File: config.mk
export PLATFORM = sky130hd
export DESIGN_NAME = tt_mux_seq_flat
export DESIGN_NICKNAME = d
export VERILOG_FILES = /design/src/rtl/tt_mux_seq_if.sv /design/src/rtl/tt_mux_seq.sv /design/src/flat_wrapper.sv
export SDC_FILE = /design/constraint.sdc
export NUM_CORES = 1
export LEC_CHECK = 0
export CAP_MARGIN = 5
export CORE_AREA = 2 2 294 296
export DETAILED_ROUTE_END_ITERATION = 12
export DIE_AREA = 0 0 296 298
export SETUP_SLACK_MARGIN = 0.3
export SYNTH_ARGS = -nofsm -noshare
export SYNTH_HDL_FRONTEND = slang
export SYNTH_SLANG_ARGS = --single-unit
File: constraint.sdc
create_clock -name clk -period 2.2 [get_ports clk]
set_clock_uncertainty 0.2 [all_clocks]
set_input_delay 0.55 -clock clk [delete_from_list [all_inputs] [get_ports clk]]
set_output_delay 0.55 -clock clk [all_outputs]
set_load 0.05 [all_outputs]
File: src/rtl/tt_mux_seq_if.sv
// tt_mux_seq_if: spine <-> user-module bundle for one row of the sequenced row mux.
// Ports: master drives addr/sel_in/ena_in/sel_stb/si_usr/um_ow and observes spine_ow/um_iw/um_ena/busy;
//        slave (tt_mux_seq) is the mirror image. Widths derive from the module shape parameters.
interface tt_mux_seq_if #(
  parameter int N_UM = 16,
  parameter int N_IO = 8,
  parameter int N_O  = 8,
  parameter int N_I  = 10
);
  localparam int U_OW = N_O + 2 * N_IO;
  localparam int U_IW = N_I + N_IO;

  logic [4:0]           addr;
  logic [9:0]           sel_in;
  logic                 ena_in;
  logic                 sel_stb;
  logic [U_IW-1:0]      si_usr;
  logic [U_OW+1:0]      spine_ow;
  logic [U_OW*N_UM-1:0] um_ow;
  logic [U_IW*N_UM-1:0] um_iw;
  logic [N_UM-1:0]      um_ena;
  logic                 busy;

  modport master (
    output addr, sel_in, ena_in, sel_stb, si_usr, um_ow,
    input  spine_ow, um_iw, um_ena, busy
  );

  modport slave (
    input  addr, sel_in, ena_in, sel_stb, si_usr, um_ow,
    output spine_ow, um_iw, um_ena, busy
  );
endinterface

File: src/rtl/tt_mux_seq.sv
// tt_mux_seq: clocked row mux; latches spine select on sel_stb, switches modules break-before-make.
// Latency: new enable GUARD_CYC+1 cycles after the strobe; spine_ow +1 cycle when OUT_REG=1, else comb.
// Backpressure: none; a strobe is always accepted and restarts the break (last strobe wins).
// Ports: clk, rst_n (async active-low) plain; everything else through tt_mux_seq_if.slave.
module tt_mux_seq #(
  parameter int N_UM      = 16,
  parameter int N_IO      = 8,
  parameter int N_O       = 8,
  parameter int N_I       = 10,
  parameter int GUARD_CYC = 2,
  parameter int OUT_REG   = 1
) (
  input  logic        clk,
  input  logic        rst_n,
  tt_mux_seq_if.slave bus
);
  localparam int U_OW = N_O + 2 * N_IO;
  localparam int U_IW = N_I + N_IO;
  localparam int CW   = $clog2(GUARD_CYC + 1);

  typedef enum logic [1:0] {IDLE, BREAK, ACTIVE} state_t;

  state_t          state, state_nx;
  logic [CW-1:0]   cnt, cnt_nx;
  logic [4:0]      cur_idx, cur_idx_nx;
  logic [9:0]      pend_sel;
  logic            pend_ena;
  logic [N_UM-1:0] ena_q, ena_nx;

  logic            hit;
  logic            valid;
  logic [4:0]      idx;

  // Decode always works on the latched select, never on the live spine.
  assign hit   = (pend_sel[9:6] == bus.addr[4:1]) && (pend_sel[4] == bus.addr[0]);
  assign idx   = {pend_sel[3:0], pend_sel[5]};
  assign valid = hit && pend_ena && ({1'b0, idx} < 6'(N_UM));

  always_comb begin
    state_nx   = state;
    cnt_nx     = cnt;
    cur_idx_nx = cur_idx;
    ena_nx     = '0;
    if (bus.sel_stb) begin
      state_nx = BREAK;
      cnt_nx   = CW'(GUARD_CYC);
    end else if (state == BREAK) begin
      cnt_nx = cnt - CW'(1);
      if (cnt == CW'(1)) begin
        cur_idx_nx = idx;
        state_nx   = valid ? ACTIVE : IDLE;
      end
    end
    // Enables are computed from the next state so um_ena is a plain register
    // output: it can never show two hot bits, even transiently.
    if (state_nx == ACTIVE) begin
      for (int k = 0; k < N_UM; k++) begin
        ena_nx[k] = (cur_idx_nx == 5'(k));
      end
    end
  end

  always_ff @(posedge clk or negedge rst_n) begin
    if (!rst_n) begin
      state    <= IDLE;
      cnt      <= '0;
      cur_idx  <= '0;
      pend_sel <= '0;
      pend_ena <= 1'b0;
      ena_q    <= '0;
    end else begin
      state   <= state_nx;
      cnt     <= cnt_nx;
      cur_idx <= cur_idx_nx;
      ena_q   <= ena_nx;
      if (bus.sel_stb) begin
        pend_sel <= bus.sel_in;
        pend_ena <= bus.ena_in;
      end
    end
  end

  assign bus.um_ena = ena_q;
  assign bus.busy   = (state == BREAK);

  // ena_q is non-zero exactly in ACTIVE with bit cur_idx set, so steering by
  // the enable vector is the same as indexing by cur_idx, without ever forming
  // an out-of-range part-select when cur_idx >= N_UM.
  logic [U_IW*N_UM-1:0] iw_fan;
  logic [U_OW-1:0]      so_comb;

  always_comb begin
    iw_fan  = '0;
    so_comb = '0;
    for (int k = 0; k < N_UM; k++) begin
      if (ena_q[k]) begin
        iw_fan[k*U_IW +: U_IW] = bus.si_usr;
        so_comb                = so_comb | bus.um_ow[k*U_OW +: U_OW];
      end
    end
  end

  assign bus.um_iw = iw_fan;

  logic [U_OW-1:0] so_usr;

  generate
    if (OUT_REG != 0) begin : g_oreg
      always_ff @(posedge clk or negedge rst_n) begin
        if (!rst_n) so_usr <= '0;
        else        so_usr <= so_comb;
      end
    end else begin : g_ocomb
      assign so_usr = so_comb;
    end
  endgenerate

  // Guard bits on either side of the user field are tied low.
  assign bus.spine_ow = {1'b0, so_usr, 1'b0};
endmodule
File: src/flat_wrapper.sv
// flat-port wrapper written by rule: the top's interface ports become plain ports
module tt_mux_seq_flat 
#(
  parameter int N_UM      = 16,
  parameter int N_IO      = 8,
  parameter int N_O       = 8,
  parameter int N_I       = 10,
  parameter int GUARD_CYC = 2,
  parameter int OUT_REG   = 1
)
  (clk, rst_n, bus_addr, bus_sel_in, bus_ena_in, bus_sel_stb, bus_si_usr, bus_um_ow, bus_spine_ow, bus_um_iw, bus_um_ena, bus_busy);
  tt_mux_seq_if #(.N_UM(N_UM), .N_IO(N_IO), .N_O(N_O), .N_I(N_I)) bus_i ();
  input  logic clk;
  input  logic rst_n;
  input wire logic [$bits(bus_i.addr)-1:0] bus_addr;
  input wire logic [$bits(bus_i.sel_in)-1:0] bus_sel_in;
  input wire logic [$bits(bus_i.ena_in)-1:0] bus_ena_in;
  input wire logic [$bits(bus_i.sel_stb)-1:0] bus_sel_stb;
  input wire logic [$bits(bus_i.si_usr)-1:0] bus_si_usr;
  input wire logic [$bits(bus_i.um_ow)-1:0] bus_um_ow;
  output wire logic [$bits(bus_i.spine_ow)-1:0] bus_spine_ow;
  output wire logic [$bits(bus_i.um_iw)-1:0] bus_um_iw;
  output wire logic [$bits(bus_i.um_ena)-1:0] bus_um_ena;
  output wire logic [$bits(bus_i.busy)-1:0] bus_busy;
  assign bus_i.addr = bus_addr;
  assign bus_i.sel_in = bus_sel_in;
  assign bus_i.ena_in = bus_ena_in;
  assign bus_i.sel_stb = bus_sel_stb;
  assign bus_i.si_usr = bus_si_usr;
  assign bus_i.um_ow = bus_um_ow;
  assign bus_spine_ow = bus_i.spine_ow;
  assign bus_um_iw = bus_i.um_iw;
  assign bus_um_ena = bus_i.um_ena;
  assign bus_busy = bus_i.busy;
  tt_mux_seq #(.N_UM(N_UM), .N_IO(N_IO), .N_O(N_O), .N_I(N_I), .GUARD_CYC(GUARD_CYC), .OUT_REG(OUT_REG)) u_core (.clk(clk), .rst_n(rst_n), .bus(bus_i));
endmodule
# Word level (Yosys, flattened, before mapping)
# Cells that the tools add are included.
dict set report totals {
  in_bits 421
  out_inout_bits 331
  wordCells 91
  ff_bits 60
}
dict set report op_classes {
  n_reduce_logical 5
  addsub 1
  muxes 42
  n_bitwise 15
  eq_ne 20
  n_lt_le_gt_ge 1
}
# cell count
set op_table {}
lappend op_table {{$mux W24} 16}
lappend op_table {{$or A24 B24 Y24} 15}
lappend op_table {{$mux W18} 16}
lappend op_table {{$eq A5 B4 Y1 const B} 8}
lappend op_table {{$eq A5 B3 Y1 const B} 4}
lappend op_table {{$mux W16} 1}
lappend op_table {{$mux W5} 3}
lappend op_table {{$mux W2} 6}
lappend op_table {{$eq A5 B2 Y1 const B} 2}
lappend op_table {{$eq A5 B1 Y1 const B} 1}
lappend op_table {{$logic_not A5 Y1} 1}
lappend op_table {{$lt A5 B5 Y1 const B} 1}
lappend op_table {{$eq A2 B1 Y1 const B} 2}
lappend op_table {{$eq A4 B4 Y1} 1}
lappend op_table {{$logic_and A1 B1 Y1} 3}
lappend op_table {{$eq A2 B2 Y1 const B} 1}
lappend op_table {{$reduce_bool A2 Y1} 1}
lappend op_table {{$sub A2 B1 Y2 const B} 1}
lappend op_table {{$eq A1 B1 Y1} 1}

# Logic depth before layout (Yosys ltp)
# Gate-level depths: netlist of the first run.
dict set report depth {
  depth_word 31
  mapped_depth 8
  mapped_depth_nobuf 6
}

# Least setup slack after synthesis of the first run
# OpenSTA, ideal clock, no wires.
dict set report synth_timing {
  path_type {reg2out}
  from {register u_core.ena_q[14], in the netlist u_core.bus.um_ena[14]}
  to {output port bus_um_iw[259]}
  stages_incl_launch_ff 4
  setup_slack_ns -0.223
  required_ns 1.450
  n_path_buf 2
  t_arrival_ns 1.673
  cell_sequence {dfrtp_1 -> clkbuf_1 -> clkbuf_1 -> and2_1}
}
dict set report synth_via {
  elab_chain_len 1
}
# item line
set synth_lines {}
lappend synth_lines {{from (decl)} tt_mux_seq.sv:28} ;# logic [N_UM-1:0] ena_q, ena_nx;
lappend synth_lines {{from (signal assigned)} tt_mux_seq.sv:75} ;# ena_q <= ena_nx;
lappend synth_lines {{$mux W18} tt_mux_seq.sv:96} ;# if (ena_q[k]) begin
lappend synth_lines {{to (decl)} flat_wrapper.sv:22} ;# output wire logic [$bits(bus_i.um_iw)-1:0] bus_um_iw;
# Every way passes these cells.

# Final worst setup path of the first run
dict set report layout_timing {
  from {register u_core.ena_q[12], in the netlist u_core.bus.um_ena[12]}
  to {register u_core.so_usr[11]}
}
dict set report layout_via {
  elab_chain_len 7
}
# item line
set layout_lines {}
lappend layout_lines {{$mux W24 *} tt_mux_seq.sv:96}
lappend layout_lines {{$or A24 B24 Y24} tt_mux_seq.sv:98} ;# so_comb = so_comb | bus.um_ow[k*U_OW +: U_OW];
lappend layout_lines {{$mux W24 *} tt_mux_seq.sv:96}
lappend layout_lines {{$or A24 B24 Y24} tt_mux_seq.sv:98}
lappend layout_lines {{$mux W24 *} tt_mux_seq.sv:96}
lappend layout_lines {{$or A24 B24 Y24} tt_mux_seq.sv:98}
lappend layout_lines {{$mux W24 *} tt_mux_seq.sv:96}
lappend layout_lines {{net u_core.so_comb[11]} tt_mux_seq.sv:90} ;# logic [U_OW-1:0] so_comb;
lappend layout_lines {{to (signal assigned)} tt_mux_seq.sv:111} ;# else so_usr <= so_comb;
lappend layout_lines {{to (decl)} tt_mux_seq.sv:105} ;# logic [U_OW-1:0] so_usr;
# The timed path passes the listed nets; every way through them passes the cells marked *.
# A chain may end at the register's enable or synchronous reset.

==> results.ini, run 1 <==
[setup_path]
critPathMaxStageDelay_ns=0.52
cp.required_ns=2.15
endpoint_kind=flip-flop
arrival_ns=2.17
reg2reg_slack_ns=-0.02
cp_slowest_cell=dfrtp_2
startpoint_type=flip-flop
cp_top_family=buffers and inverters
cp_max_fo=12
crit_buf_inv=3
worstPathCellList=buf_12, buf_4, a22o_1, a221oi_4, buf_6, nand4_1
path_class=reg2reg

[power_and_ir_drop]
p_comb_share_pct=39.3
power_switching_mw=1.58
p_per_area_nw_per_um2=214
p_seq_share_pct=26.5
power_frac_clock_pct=34.2
vdd_drop_max_v=0.000338
power.leakage_nw=9.04
power.internal_mw=3.21
p_sw_share_pct=33.0

[placement]
place_area_um2=19500
dpl.hpwl_mm=62.0
gp_congestion=0.937
io_buffer_count=749

[routing]
wirelength_mm=84.5
ant_nets=0
drt-pass1-iter-count=5
drtIter0Drc=839
via_count=10700
viasPerCell=3.81
routedWlPerCell_um=30.2
drc_errors=0

[global_route]
grt_pass1_wl_mm=105
grt.busiest_layer=met2
grt_pass1_vias=10600
grt_util_all_layers_pct=18.0
gr-total-overflow=0
use_met3_pct=3.57
grt_max_degree=30
use_met2_pct=28.7
grt_use_met1_pct=24.6
antenna_found_initial=22

[floorplanning]
row_count=107
die_h_um=298
ios=752
initial_core_util_pct=7.31
core_area_um2=84900
die_width_um=296
dieArea_um2=88200

[final_layout]
most-common-layout-cells=clkdlybuf4s50_1, buf_12, and2_4
final_area_um2=22400
area_delta_synth_final_pct=261
fin_nets=2065
final_common_cell=clkdlybuf4s50_1
drive_gt1_share_pct=60.1

[synth]
synth_seq_cells=60
synthCells=747
ys_async_sr_fraction_pct=100
syn_area_per_cell_um2=8.30
ys_seq_area_share_pct=24.2
syn-cell-area_um2=6200
synth_edf_count=0
synth_ff_type=dfrtp_1
synth.distinct_cells=33
yosys_warnings=0

[cts]
htreeDepth=3
numCtsBuffers=9
path_clk_slew_ns=0.09
cts.path.max_buffers=2
cts.sinks=60
insertion_delay_ns=0.36
cts_root_buf=clkbuf_16
cts_tree=yes

[timing]
max_freq_mhz=450
finalSetupViolations=39
hold_ws_ns=0.328
post-route-period-util_pct=101
fin_setup_tns_ns=-0.254
final_max_slew_viol_count=0
fin_ws_ns=-0.0241
fin_crit_ns=2.22
hold_viol=0
max_slew_margin_pct=61.0
rsz0062_at_grt=true
tightest_slew_ns=0.585

[flow_run]
maxCapViolCount=0

[outcome]
outcome=complete, but fails checks
violations=negative setup slack

[min_path]
min_path_type=reg2reg

## state kept, by name, indices dropped and copies added, names as in the netlist
name	flops
u_core.bus.um_ena	16
u_core.cnt	2
u_core.cur_idx	5
u_core.pend_ena	1
u_core.pend_sel	10
u_core.so_usr	24
u_core.state	2
## cell usage after synthesis (2+ instances only)
cell type  count  area [um^2]
inv_1          3         11.3
nor3b_1        8         60.1
nand4_1       24          150
clkbuf_1      82          308
mux2_2        17          191
nor3b_2        4         50.1
nand3b_1       2         15.0
nor2_1        17         63.8
buf_4          4         30.0
a221oi_1      96          841
nand2b_1       6         37.5
nand2_1       12         45.0
a22o_1        96          841
mux2i_1        6         60.1
and2_1       288         1800
xor2_1         5         43.8
a31oi_1        2         12.5
dfrtp_1       60         1500
## worst paths after layout
kind,end,startpoint,depth (start not counted)
min reg2reg,u_core.pend_ena,u_core.pend_ena,1
max in group asynchronous,u_core.bus.um_ena[14],rst_n,3
max,u_core.so_usr[11],u_core.bus.um_ena[12],6
min in group asynchronous,u_core.so_usr[8],rst_n,2
max reg2reg,u_core.so_usr[11],u_core.bus.um_ena[12],6
min,u_core.pend_ena,u_core.pend_ena,1
## power by group through the flow
stage	Sequential (mW)	Clock (mW)	Combinational, mW
finish	1.27	1.64	1.88
global route	1.29	1.73	1.97
CTS	1.27	1.68	1.78
detailed placement	1.29	0	1.53
global placement	1.28	0	1.53
floorplan	1.26	0	0.399
## cell families after synthesis
| group | share of synthesized area [%] |
|---|---|
| buffers and inverters | 5.95 |
| other | 0.0605 |
| muxes | 4.24 |
| and+or+nand+nor | 36.5 |
| adders and majority gates | 0.202 |
| DFF | 24.2 |
| xor gates and xnor gates | 0.847 |
| AOI/OAI and AO/OA | 28.0 |
## layer usage
| metal | vias up | part of all wire, % | wire [um] |
|---|---|---|---|
| met3 | 104 | 8.4 | 7120 |
| met1 | 5246 | 44 | 37400 |
| li1 | 4578 | - | - |
| met5 | - | 0.060 | 51 |
| met2 | 741 | 45 | 37700 |
| met4 | 8 | 2.7 | 2260 |
## through the flow
| stage | power [mW] | cells | util [%] | setup slack (ns) |
|---|---|---|---|---|
| after floorplan | 1.66 | 748 | - | 0.171 |
| after global placement | 2.81 | 2657 | 23.0 | -0.563 |
| after detailed placement | 2.82 | 2657 | 23.0 | -0.529 |
| after CTS | 4.74 | 2758 | 25.3 | -0.0727 |
| after global routing | 4.99 | 2797 | 26.4 | -0.0647 |
| final | 4.79 | 2802 | 26.4 | -0.0241 |
## what timing repair did
action                                 in CTS  in global routing
resized for setup                         228                136
endpoints found under the hold margin      20                  0
setup endpoints to repair                 339                347
setup buffers                              61                 27
gates cloned                               23                  7
hold buffers                                1                  0
pin swaps                                  14                 41
## cell type report
cell class / instances / area, um^2
antenna: 10 / 25.0
clock buffer: 9 / 225
clock inverter: 7 / 75.1
fill: 8886 / 62500
inverter: 3 / 11.3
multi-input combinational: 596 / 5590
sequential: 60 / 1530
tap: 1144 / 1430
timing repair buffer: 973 / 13500
Note: power is estimated with default switching activity, not from simulation.
==> run 2, diff against run 1 <==
--- a/config.mk
+++ b/config.mk
@@ -5,10 +5,13 @@
 export SDC_FILE = /design/constraint.sdc
 export NUM_CORES = 1
 export LEC_CHECK = 0
-export CAP_MARGIN = 5
-export CORE_AREA = 2 2 294 296
+export CAP_MARGIN = 0
+export CELL_PAD_IN_SITES_DETAIL_PLACEMENT = 1
+export CELL_PAD_IN_SITES_GLOBAL_PLACEMENT = 1
+export CORE_AREA = 2 2 292 294
 export DETAILED_ROUTE_END_ITERATION = 12
-export DIE_AREA = 0 0 296 298
+export DIE_AREA = 0 0 294 296
+export PLACE_DENSITY_LB_ADDON = 0.1
 export SETUP_SLACK_MARGIN = 0.3
 export SYNTH_ARGS = -nofsm -noshare
 export SYNTH_HDL_FRONTEND = slang
==> run 2 against run 1 <==
  * Wire length is 3.6% higher
  * Hold slack got worse by 0.015 ns
  * Combinational power is 4% higher
  * The run now ends clean
  * Register-to-register slack improved by 0.15 ns
  * Sequential cell count unchanged
  * Largest power group unchanged
  * Largest cell class unchanged
  * Via count down 3.4%
  * Design area grew 0.79%
  * Die area is 1.3% lower
==> results.ini, run 2 (same netlist as run 1, synthesis figures left out) <==
[outcome]
outcome=finished, final reports clean

[setup_path]
r2r-end=u_core.so_usr[20]
cp_max_fo=6
startpoint_type=flip-flop
r2r_start=u_core.bus.um_ena[1]
critPathMaxStageDelay_ns=0.41
endpoint_kind=output port
reg2reg_slack_ns=0.13
cp.required_ns=1.45
crit_buf_inv=3
path_common_cell=buf_12
critical_path.startpoint=u_core.bus.um_ena[1]
reg2reg_depth=7
path_class=reg2out
cp_num_cells=4
arrival_ns=1.42
cp-endpoint=bus_um_iw[35]
worstPathCellList=buf_12, clkbuf_16, and2_4, buf_12
cp_slowest_cell=dfrtp_2
cp_top_family=buffers and inverters

[timing]
final_max_slew_viol_count=0
max_freq_mhz=461
hold_ws_ns=0.313
hold_viol=0
fin_setup_tns_ns=0
rsz0062_at_grt=true
post-route-period-util_pct=98.6
finalSetupViolations=0
fin_crit_ns=2.17

[global_route]
grt_pass1_vias=10600
grt_util_all_layers_pct=18.7
grt_pass1_wl_mm=107
gr-total-overflow=0
grt_max_degree=37
antenna_found_initial=37

[routing]
routedWlPerCell_um=31.9
drc_errors=0
drtIter0Drc=427
ant_nets=0
viasPerCell=3.76
drt-pass1-iter-count=4
via_count=10300
wirelength_mm=87.5

[final_layout]
most-common-layout-cells=clkdlybuf4s50_1, buf_12, and2_4
final_area_um2=22600
seq_area_um2=1530
area_delta_synth_final_pct=264
top_register=u_core.so_usr
fin_nets=2051
drive_gt1_share_pct=60.6
final_common_cell=clkdlybuf4s50_1
multi_input_area_um2=5670
fin_cells=2742
fillers=9182
largest_reg_flops=24

[placement]
dp_cells=2578
gp_congestion=0.791
io_buffer_count=749
place_area_um2=19300
dpl.hpwl_mm=60.1

[floorplanning]
ios=752
row_count=107
die_h_um=296
dieArea_um2=87000
initial_core_util_pct=7.37
core_area_um2=84200
die_width_um=294

[cts]
cts_root_buf=clkbuf_16
numCtsBuffers=9
insertion_delay_ns=0.36
cts.path.max_buffers=2
htreeDepth=3
cts_tree=yes
cts.sinks=60
path_clk_slew_ns=0.06

[flow_run]
maxCapViolCount=0

[power_and_ir_drop]
power_mw=4.99
vdd_drop_max_v=0.000331
p_per_area_nw_per_um2=221
power.leakage_nw=9.08

[min_path]
min_path_type=reg2reg

[run 2: routing by layer]
metal / track usage, % / share of wire, % / vias to the layer above
li1: - / - / 4562
met1: 19.9 / 38 / 5139
met2: 34.8 / 53 / 494
met3: 6.02 / 6.9 / 92
met4: 5.66 / 1.9 / 22
met5: 0 / 0.18 / -
[run 2: power breakdown]
part           internal, mW  switching (mW)
combinational          1.24           0.725
sequential             1.18           0.102
clock                  1.03           0.709
[run 2: repair_timing]
item                                    CTS  global route
endpoints found under the setup margin  341           349
endpoints found under the hold margin    15             0
pin swaps                                51            69
resized for setup                       208           181
cloned                                   27            12
hold buffers                              1             0
buffers inserted                         46            44
[run 2: final cells by class]
class,count,share of cell area [%]
clock buffers,11,1.07
multi-input cells,596,25.1
repair buffers,959,60.4
inverters,3,0.0498
well taps,1090,6.04
diodes,18,0.199
flip-flops and latches,60,6.76
clock inverters,5,0.371
[run 2: worst register-to-register path, cell delays in order (launching register included)]
cell	delay, ns
dfrtp_2	0.41
buf_12	0.15
clkbuf_16	0.19
buf_6	0.12
buf_6	0.11
a22o_1	0.23
a221oi_2	0.21
nand4_1	0.25
[run 2: how the worst min path moves through the flow]
stage               startpoint  cells after the start              endpoint
2_1_floorplan            rst_n                      0  u_core.bus.um_ena[0]
4_1_cts        u_core.pend_ena                      1       u_core.pend_ena
3_5_place_dp             rst_n                      1     u_core.so_usr[23]
6_report       u_core.pend_ena                      1       u_core.pend_ena
3_3_place_gp             rst_n                      1    u_core.pend_sel[6]
5_1_grt        u_core.pend_ena                      1       u_core.pend_ena
[run 2: stage by stage]
| stage | util [%] | worst slack (ns) |
|---|---|---|
| CTS | 25.2 | -0.0212 |
| finish | 26.8 | 0.0301 |
| global route | 26.8 | -0.0266 |
| global placement | 22.9 | -0.505 |
| detailed placement | 22.9 | -0.479 |
| floorplan | - | 0.171 |
